## config.mk

```make
export PLATFORM = sky130hd
export DESIGN_NAME = rom_write_combiner
export DESIGN_NICKNAME = d
export VERILOG_FILES = /design/src/rtl/rom_write_combiner.sv
export SDC_FILE = /design/constraint.sdc
export NUM_CORES = 1
export LEC_CHECK = 0
export BUFFER_PORTS_ARGS = -buffer_cell sky130_fd_sc_hd__buf_2
export CAP_MARGIN = 20
export CORE_ASPECT_RATIO = 1.2
export CORE_MARGIN = 8
export CORE_UTILIZATION = 45
export DETAILED_ROUTE_END_ITERATION = 16
export GPL_ROUTABILITY_DRIVEN = 0
export PLACE_DENSITY = 0.71
export SLEW_MARGIN = 10
export SYNTH_ARGS = -nofsm -noshare
export SYNTH_HDL_FRONTEND = slang
export SYNTH_SLANG_ARGS = --single-unit
```

## constraint.sdc

```tcl
create_clock -name sys_clk -period 5.6 [get_ports sys_clk]
set_input_delay 0.84 -clock sys_clk [delete_from_list [all_inputs] [get_ports sys_clk]]
set_output_delay 0.84 -clock sys_clk [all_outputs]
set_load 0.01 [all_outputs]
```

## src/rtl/rom_write_combiner.sv

```systemverilog
// Merges byte-lane loader writes into 16-bit SDRAM words, queues them and issues them in order.
// Optional statistics outputs (merge_count, issue_count) are built when ROM_WRITE_COMBINER_STATS_EN is defined.
module rom_write_combiner #(
    parameter int FIFO_DEPTH    = 8,
    parameter int FLUSH_TIMEOUT = 16
) (
    input  logic        sys_clk,
    input  logic        reset,
    input  logic        flush,
    input  logic [23:0] in_addr,
    input  logic [15:0] in_data,
    input  logic [1:0]  in_be,
    input  logic        in_valid,
    output logic        in_ready,
    output logic [23:0] sdr_addr,
    output logic [15:0] sdr_data,
    output logic [1:0]  sdr_be,
    output logic        sdr_req,
    input  logic        sdr_rdy,
    output logic        idle,
`ifdef ROM_WRITE_COMBINER_STATS_EN
    output logic [15:0] merge_count,
    output logic [15:0] issue_count,
`endif
    output logic        issue_state_o
);

    localparam int PW = $clog2(FIFO_DEPTH);
    localparam int CW = $clog2(FIFO_DEPTH + 1);
    localparam int UW = CW + 1;
    localparam int TW = $clog2(FLUSH_TIMEOUT + 1);

    typedef enum logic {S_IDLE = 1'b0, S_REQ = 1'b1} state_t;

    state_t        state_q, state_d;
    logic          hv_q, hv_d, hv_p;
    logic [23:0]   haddr_q, haddr_p;
    logic [15:0]   hdata_q, hdata_p;
    logic [1:0]    hbe_q, hbe_p;
    logic          flush_pend_q, flush_pend_d;
    logic [TW-1:0] tcnt_q, tcnt_d;
    logic [41:0]   mem_q [FIFO_DEPTH];
    logic [PW-1:0] wr_ptr_q, rd_ptr_q;
    logic [CW-1:0] count_q;
    logic [23:0]   sdr_addr_q;
    logic [15:0]   sdr_data_q;
    logic [1:0]    sdr_be_q;
    logic          acc, hit, merge, load, evict, timeout, flush_req, push_hold;
    logic          latch, pop;
    logic [UW-1:0] used;
    logic [41:0]   head;

    assign in_ready = !reset && (count_q <= CW'(FIFO_DEPTH - 1));

    // Hold update; the second FIFO write (push_hold) sees the post-accept hold.
    always_comb begin
        acc     = in_valid && in_ready;
        hit     = hv_q && (in_addr == haddr_q) && ((hbe_q & in_be) == 2'b00);
        merge   = acc && (in_be != 2'b00) && hit;
        load    = acc && (in_be != 2'b00) && !hit;
        evict   = load && hv_q;
        hv_p    = hv_q || merge || load;
        haddr_p = load ? in_addr : haddr_q;
        hbe_p   = load ? in_be : (merge ? (hbe_q | in_be) : hbe_q);
        hdata_p = load ? 16'h0000 : hdata_q;
        if ((load || merge) && in_be[0]) hdata_p[7:0]  = in_data[7:0];
        if ((load || merge) && in_be[1]) hdata_p[15:8] = in_data[15:8];
        timeout      = !acc && (tcnt_q >= TW'(FLUSH_TIMEOUT));
        flush_req    = flush || flush_pend_q;
        used         = {1'b0, count_q} + UW'(evict);
        push_hold    = hv_p && ((hbe_p == 2'b11) || flush_req || timeout)
                       && (used < UW'(FIFO_DEPTH));
        hv_d         = hv_p && !push_hold;
        flush_pend_d = flush_req && hv_p && !push_hold;
        if (acc)
            tcnt_d = '0;
        else if (hv_q && (tcnt_q != TW'(FLUSH_TIMEOUT)))
            tcnt_d = tcnt_q + TW'(1);
        else
            tcnt_d = tcnt_q;
    end

    assign head = mem_q[rd_ptr_q];

    always_comb begin
        state_d = state_q;
        latch   = 1'b0;
        pop     = 1'b0;
        case (state_q)
            S_IDLE: if (count_q != '0) begin
                latch   = 1'b1;
                state_d = S_REQ;
            end
            S_REQ: if (sdr_rdy) begin
                pop     = 1'b1;
                state_d = S_IDLE;
            end
            default: state_d = S_IDLE;
        endcase
    end

    always_ff @(posedge sys_clk) begin
        if (evict)     mem_q[wr_ptr_q] <= {haddr_q, hdata_q, hbe_q};
        if (push_hold) mem_q[wr_ptr_q + PW'(evict)] <= {haddr_p, hdata_p, hbe_p};
    end

    always_ff @(posedge sys_clk) begin
        if (reset) begin
            state_q      <= S_IDLE;
            hv_q         <= 1'b0;
            haddr_q      <= '0;
            hdata_q      <= '0;
            hbe_q        <= '0;
            flush_pend_q <= 1'b0;
            tcnt_q       <= '0;
            wr_ptr_q     <= '0;
            rd_ptr_q     <= '0;
            count_q      <= '0;
            sdr_addr_q   <= '0;
            sdr_data_q   <= '0;
            sdr_be_q     <= '0;
        end else begin
            state_q      <= state_d;
            hv_q         <= hv_d;
            haddr_q      <= haddr_p;
            hdata_q      <= hdata_p;
            hbe_q        <= hbe_p;
            flush_pend_q <= flush_pend_d;
            tcnt_q       <= tcnt_d;
            wr_ptr_q     <= wr_ptr_q + PW'(evict) + PW'(push_hold);
            rd_ptr_q     <= rd_ptr_q + PW'(pop);
            count_q      <= count_q + CW'(evict) + CW'(push_hold) - CW'(pop);
            if (latch) begin
                sdr_addr_q <= head[41:18];
                sdr_data_q <= head[17:2];
                sdr_be_q   <= head[1:0];
            end
        end
    end

    assign sdr_addr      = sdr_addr_q;
    assign sdr_data      = sdr_data_q;
    assign sdr_be        = sdr_be_q;
    assign sdr_req       = (state_q == S_REQ);
    assign idle          = !hv_q && (count_q == '0) && (state_q == S_IDLE);
    assign issue_state_o = state_q;

`ifdef ROM_WRITE_COMBINER_STATS_EN
    logic [15:0] merge_cnt_q, issue_cnt_q;

    always_ff @(posedge sys_clk) begin
        if (reset) begin
            merge_cnt_q <= '0;
            issue_cnt_q <= '0;
        end else begin
            if (merge && (merge_cnt_q != 16'hFFFF)) merge_cnt_q <= merge_cnt_q + 16'd1;
            if (pop && (issue_cnt_q != 16'hFFFF))   issue_cnt_q <= issue_cnt_q + 16'd1;
        end
    end

    assign merge_count = merge_cnt_q;
    assign issue_count = issue_cnt_q;
`endif

endmodule

```

Word-level counts from Yosys, hierarchy flattened. Memory sizes are Yosys's and may differ from the RTL's. A register that Yosys moved wholly into a read port is not among the register bits. Cells that the tools add are included.

Register bits after elaboration: 60. Memories: 1. Bits of input ports: 47. Memory bits (writable): 336. Word-level logic and storage cells: 79. ROM bits: 0. Bits in latches: 0. Output and inout bits: 46.

Memories: mem_q (depth 8, bits a word 42, read ports 1, clocked after Yosys merged registers in 1, write ports 2, RTL line 42) `logic [41:0] mem_q [FIFO_DEPTH];`.

Bitwise operators: 3. Multipliers: 0. Reductions and logical operators: 35. $lt $le $gt $ge: 3. Mux-type cells: 16. Add/sub/neg operators: 8. Equality and inequality tests: 3. Divide/modulo/power cells: 0. Shift operators: 0.

Operators with widths (count): 24-bit equality test (1); 24-bit two-way mux (1); 1-bit logical AND (19); 16-bit two-way mux (1); 8-bit two-way mux (2); 3-bit by 1-bit adder with 3-bit output (3); 1-bit two-way mux (9); 4-bit by 1-bit adder with 4-bit output (2); 1-bit logical OR (6); 4-bit by 1-bit adder with 5-bit output (1); 5-bit by 1-bit adder with 5-bit output, second input constant (1); 5-bit greater-or-equal comparator, second input constant (1); 1-bit logical NOT (5); 5-bit by 4-bit < comparator with 1-bit output, second input constant (1); 5-bit != test, second input constant (1); 4-bit by 3-bit less-or-equal comparator with 1-bit output, second input constant (1); 4-bit logical NOT (1); 2-bit two-way mux (2); 4-bit nonzero test (1); 4-bit by 1-bit subtractor with 4-bit output (1); 2-bit AND (1); 2-bit equality test, second input constant (1); 2-bit logical NOT (1); 2-bit bitwise OR (1); 4 further kinds (4).

Longest topological paths before layout.
Depth after elaboration: 14. Mapped depth: 18. Gate-level depth less buffers: 15.

Least setup slack after synthesis. OpenSTA, ideal clock, no wires.

Kind: input to register. Start: input reset. End: memory mem_q[5][0] (enable). Setup time: 0.505 ns. Slack: -0.271 ns. Arrival time: 5.366 ns. Required time: 5.095 ns. Cell stages on the path: 7. Path buffers: 2. Cells stage by stage: buf_2 > nand2b_4 > a211oi_2 > a21boi_2 > clkbuf_1 > nand3_1 > o31ai_1.

RTL lines: start: declaration (RTL line 8) `input logic reset,`; end: declaration (RTL line 42).

==> summary.md <==
| Metric | Value |
|---|---|
| Power spent charging and discharging nets | `2.34 mW` |
| Number of buffers on the longest clock path | `3` |
| Syn_nets | `1508` |
| Floorplan die width | `216 um` |
| Number of cell rows | `88` |
| Vias in the first global route | `13300` |
| Most common cell type on the critical path | `sky130_fd_sc_hd__ha_1` |
| Number of buffer cells added on primary ports | `92` |
| Part of the power in registers | `45.9%` |
| Cell types occupying the most area after synthesis | `sky130_fd_sc_hd__edfxtp_1 47%, sky130_fd_sc_hd__mux2_2 14%, sky130_fd_sc_hd__dfxtp_1 9.5%, sky130_fd_sc_hd__mux4_2 8.8%, sky130_fd_sc_hd__mux2i_1 3.1%` |
| Clock group share of total power | `35.7%` |
| Power density over the cells | `355 nW/um^2` |
| Final-layout setup total negative slack | `0 ns` |
| Worst path required time | `5.92 ns` |
| Cell area after synthesis | `21600 sq um` |
| Dominant delay contributor by cell family on the critical path | `simple AND/OR/NAND/NOR gates` |
| Effective utilization at floorplan | `45.2%` |
| Sum of internal, switching and leakage power | `8.56 mW` |
| Detail-routed net length per standard cell | `24.8 um` |
| Number of hold-repair buffers added at the cts stage | `0` |
| Period Utilization, post-route | `81.2%` |
| Maximum VDD drop | `0.000270 V` |
| Number of enable flip-flop cells after synthesis | `336` |
| Post-Layout Cell Count | `2158` |
| Clock latency reported for the late side of the worst-skew pair | `0.59 ns` |
| Drt pass-1 iters | `4` |
| Area leader, netlist | `sky130_fd_sc_hd__edfxtp_1` |
| Net switching fraction of the power | `27.3%` |
| Number of design rule violations left after detail routing | `0` |
| Worst-path cell chain | `buf_2, xnor2_1, nand4_1, nor4_1, a21boi_4, nand2_1, inv_1, ha_1, ha_1, nor3_1, or4b_2, buf_4, mux2_1` |
| Vias after detailed routing | `12500` |
| CTS tree | `built` |
| Setup violations, final | `0` |
| Hold Path Class | `reg -> reg` |
| Max stage delay on crit path | `0.77 ns` |
| Worst setup SP type | `primary input` |
| Upper clock frequency limit | `220 MHz` |
| Core area | `47800 sq um` |
| Post-synthesis sequential area ratio | `56.2%` |
| Min Tclk post-route | `4.55 ns` |
| Hold Violations, Final | `0` |
| Final Max Tran Viols | `0` |
| Hold slack | `0.493 ns` |
| WP data arrival | `4.87 ns` |
| Library cell contributing the largest single delay on the critical path | `sky130_fd_sc_hd__or4b_2` |
| Largest fanout of any net on the critical path | `21` |
| Remaining number of nets flagged by the antenna check after routing | `0` |
| First-pass GRT wire length | `81800 um` |
| Tightest slew margin relative to the limit | `30.9%` |
| I/O pin count | `93` |
| Synth-to-Final Area Change | `11.8%` |
| Clock root buffer master | `sky130_fd_sc_hd__clkbuf_16` |
| Part of the power in combinational logic | `18.4%` |
| Die H | `256 um` |
| Overall die area | `55300 sq um` |
| Synthesis Warnings | `0` |
| Fraction of final layout cells with drive strength greater than 1 | `40.3%` |
| Pin slew with the least headroom to its limit | `1.04 ns` |
| Post-synthesis async set-or-reset flop share | `0%` |
| Mapped Cells | `1444` |
| GR Overflow Total | `0` |
| Placed inst area | `22600 sq um` |
| Unrepaired setup endpoints after global routing | `false` |
| CTS clock-pin slew for the worst setup and hold paths | `0.06 ns` |
| Synth Area per Inst | `14.9 sq um` |
| Gates resized, CTS repair | `0` |
| Clk_skew | `0.0321 ns` |
| Largest net degree at the start of global routing | `71` |
| Total internal power | `6.22 mW` |
| Leak Pwr | `8.29 nW` |
| CTS H-tree lvls | `2` |
| # Max-Cap Violations | `0` |
| Number of antenna violations at the first check in global routing | `4` |
| Combined global-route utilization of all metal layers | `19.1%` |
| Final non-filler cell area | `24100 sq um` |
| Number of DRC markers in iteration 0 | `768` |
| Flops & latches, synth | `438` |
| Drt via density | `5.79` |
| Classification of the worst setup path | `in -> reg` |
| Distinct cells, synth | `60` |
| Final net count | `1552` |
| TritonCTS sink count | `438` |
| Post-DP HPWL | `31400 um` |
| Outcome | `finished clean` |
| Number of clock buffers inserted by TritonCTS | `46` |
| Prevailing post-synth register cell | `sky130_fd_sc_hd__edfxtp_1` |
| Share of Yosys cell area claimed by the top area cell type | `46.7%` |
| Worst setup EP type | `flip-flop` |
| Number of buffers inserted to repair setup after CTS | `0` |
| Buffer and inverter count on the worst path | `3` |
| Number of cells after detailed placement | `2070` |
| Final routed wirelength across all metal layers | `53400 um` |
==> synthesized netlist by cell type, drive strengths merged, types with 5 or more instances <==
| library cell | n |
|---|---|
| ha | 15 |
| nand3 | 5 |
| mux2 | 320 |
| nor3 | 17 |
| mux2i | 68 |
| nand4 | 9 |
| a211oi | 43 |
| o21ai | 21 |
| nor2 | 89 |
| inv | 16 |
| o2bb2ai | 8 |
| clkbuf | 53 |
| nand2 | 59 |
| a22o | 7 |
| a21oi | 10 |
| xnor2 | 32 |
| dfxtp | 102 |
| nor2b | 21 |
| edfxtp | 336 |
| buf | 85 |
| mux4 | 84 |
==> cell type report <==
type / instances / area [sq um]
fillers: 4080 / 23700
flip-flops and latches: 438 / 12100
multi-input cells: 852 / 8790
clock buffers: 73 / 1340
repair buffers: 134 / 841
well taps: 630 / 788
clock inverters: 13 / 163
inverters: 16 / 60.1
diodes: 2 / 5.00
==> layer usage <==
metal  up-vias  track usage, %  part of all wire, %
met5         -               0                0.047
li1       5629               -                    -
met4         4            7.28                  3.3
met3       116            3.33                  5.7
met2       363            32.7                   50
met1      6383            23.9                   41
==> power by group through the flow <==
stage	Clock, mW	Combinational, mW	Sequential, mW
after floorplan	0	1.15	3.95
after global placement	0	1.57	3.99
after detailed placement	0	1.60	4.00
after CTS	3.12	1.60	3.93
after global routing	3.23	1.74	3.96
final	3.05	1.58	3.93
==> through the flow <==
step	worst slack, ns	utilization, %
2_1_floorplan	0.358	-
3_3_place_gp	0.642	47.3
3_5_place_dp	0.516	47.3
4_1_cts	1.08	50.5
5_1_grt	0.829	50.5
6_report	1.05	50.5
==> flip-flops by register name, indices dropped and copies added, names as in the netlist, 3 cells and up <==
signal,flops
mem_q,336
haddr_q,24
sdr_addr,24
hdata_q,16
sdr_data,16
tcnt_q,5
count_q,4
rd_ptr_q,3
wr_ptr_q,3
==> worst reg2reg max path, delay by kind of cell (launching register included) <==
family,cells,cell delay [ns]
fa+ha+maj,1,0.19
buf+inv,3,1.27
simple gates,3,1.36
compound gates,2,0.71
mux,1,0.38
flops,1,0.39
==> path summary, 6_finish.rpt <==
| kind | start | end | slack (ns) | depth (start not counted) |
|---|---|---|---|---|
| setup / recovery | in_addr[20] | mem_q[5][34]$_DFFE_PP_ | 1.05 | 13 |
| setup reg to reg | count_q[3]$_SDFF_PP0_ | mem_q[5][34]$_DFFE_PP_ | 1.05 | 10 |
| hold / removal | sdr_data[10]$_SDFFE_PP0P_ | sdr_data[10]$_SDFFE_PP0P_ | 0.49 | 2 |
| hold reg to reg | sdr_data[10]$_SDFFE_PP0P_ | sdr_data[10]$_SDFFE_PP0P_ | 0.49 | 2 |
==> cells by family after synthesis <==
logic type                 Yosys count  synth area share [%]
AOI/OAI and AO/OA                  105                  3.58
xor gates and xnor gates            35                  1.49
adders and majority gates           17                  1.05
buffers and inverters              154                  3.30
DFF                                438                  56.2
muxes                              472                  29.1
and+or+nand+nor                    223                  5.30
==> cells in the final DEF, fill, tap and decap left out, types with 25 or more instances in the layout <==
| master | synthesis | layout |
|---|---|---|
| sky130_fd_sc_hd__clkbuf_16 | 0 | 47 |
| sky130_fd_sc_hd__mux2_1 | 25 | 25 |
| sky130_fd_sc_hd__xnor2_1 | 30 | 30 |
| sky130_fd_sc_hd__mux2i_1 | 67 | 67 |
| sky130_fd_sc_hd__buf_2 | 59 | 91 |
| sky130_fd_sc_hd__nor2_1 | 89 | 89 |
| sky130_fd_sc_hd__a211oi_1 | 42 | 42 |
| sky130_fd_sc_hd__edfxtp_1 | 336 | 336 |
| sky130_fd_sc_hd__mux4_2 | 84 | 84 |
| sky130_fd_sc_hd__mux2_2 | 272 | 272 |
| sky130_fd_sc_hd__dfxtp_1 | 102 | 99 |
| sky130_fd_sc_hd__nand2_1 | 58 | 58 |
| sky130_fd_sc_hd__buf_4 | 2 | 38 |
Note: power is estimated with default switching activity, not from simulation.
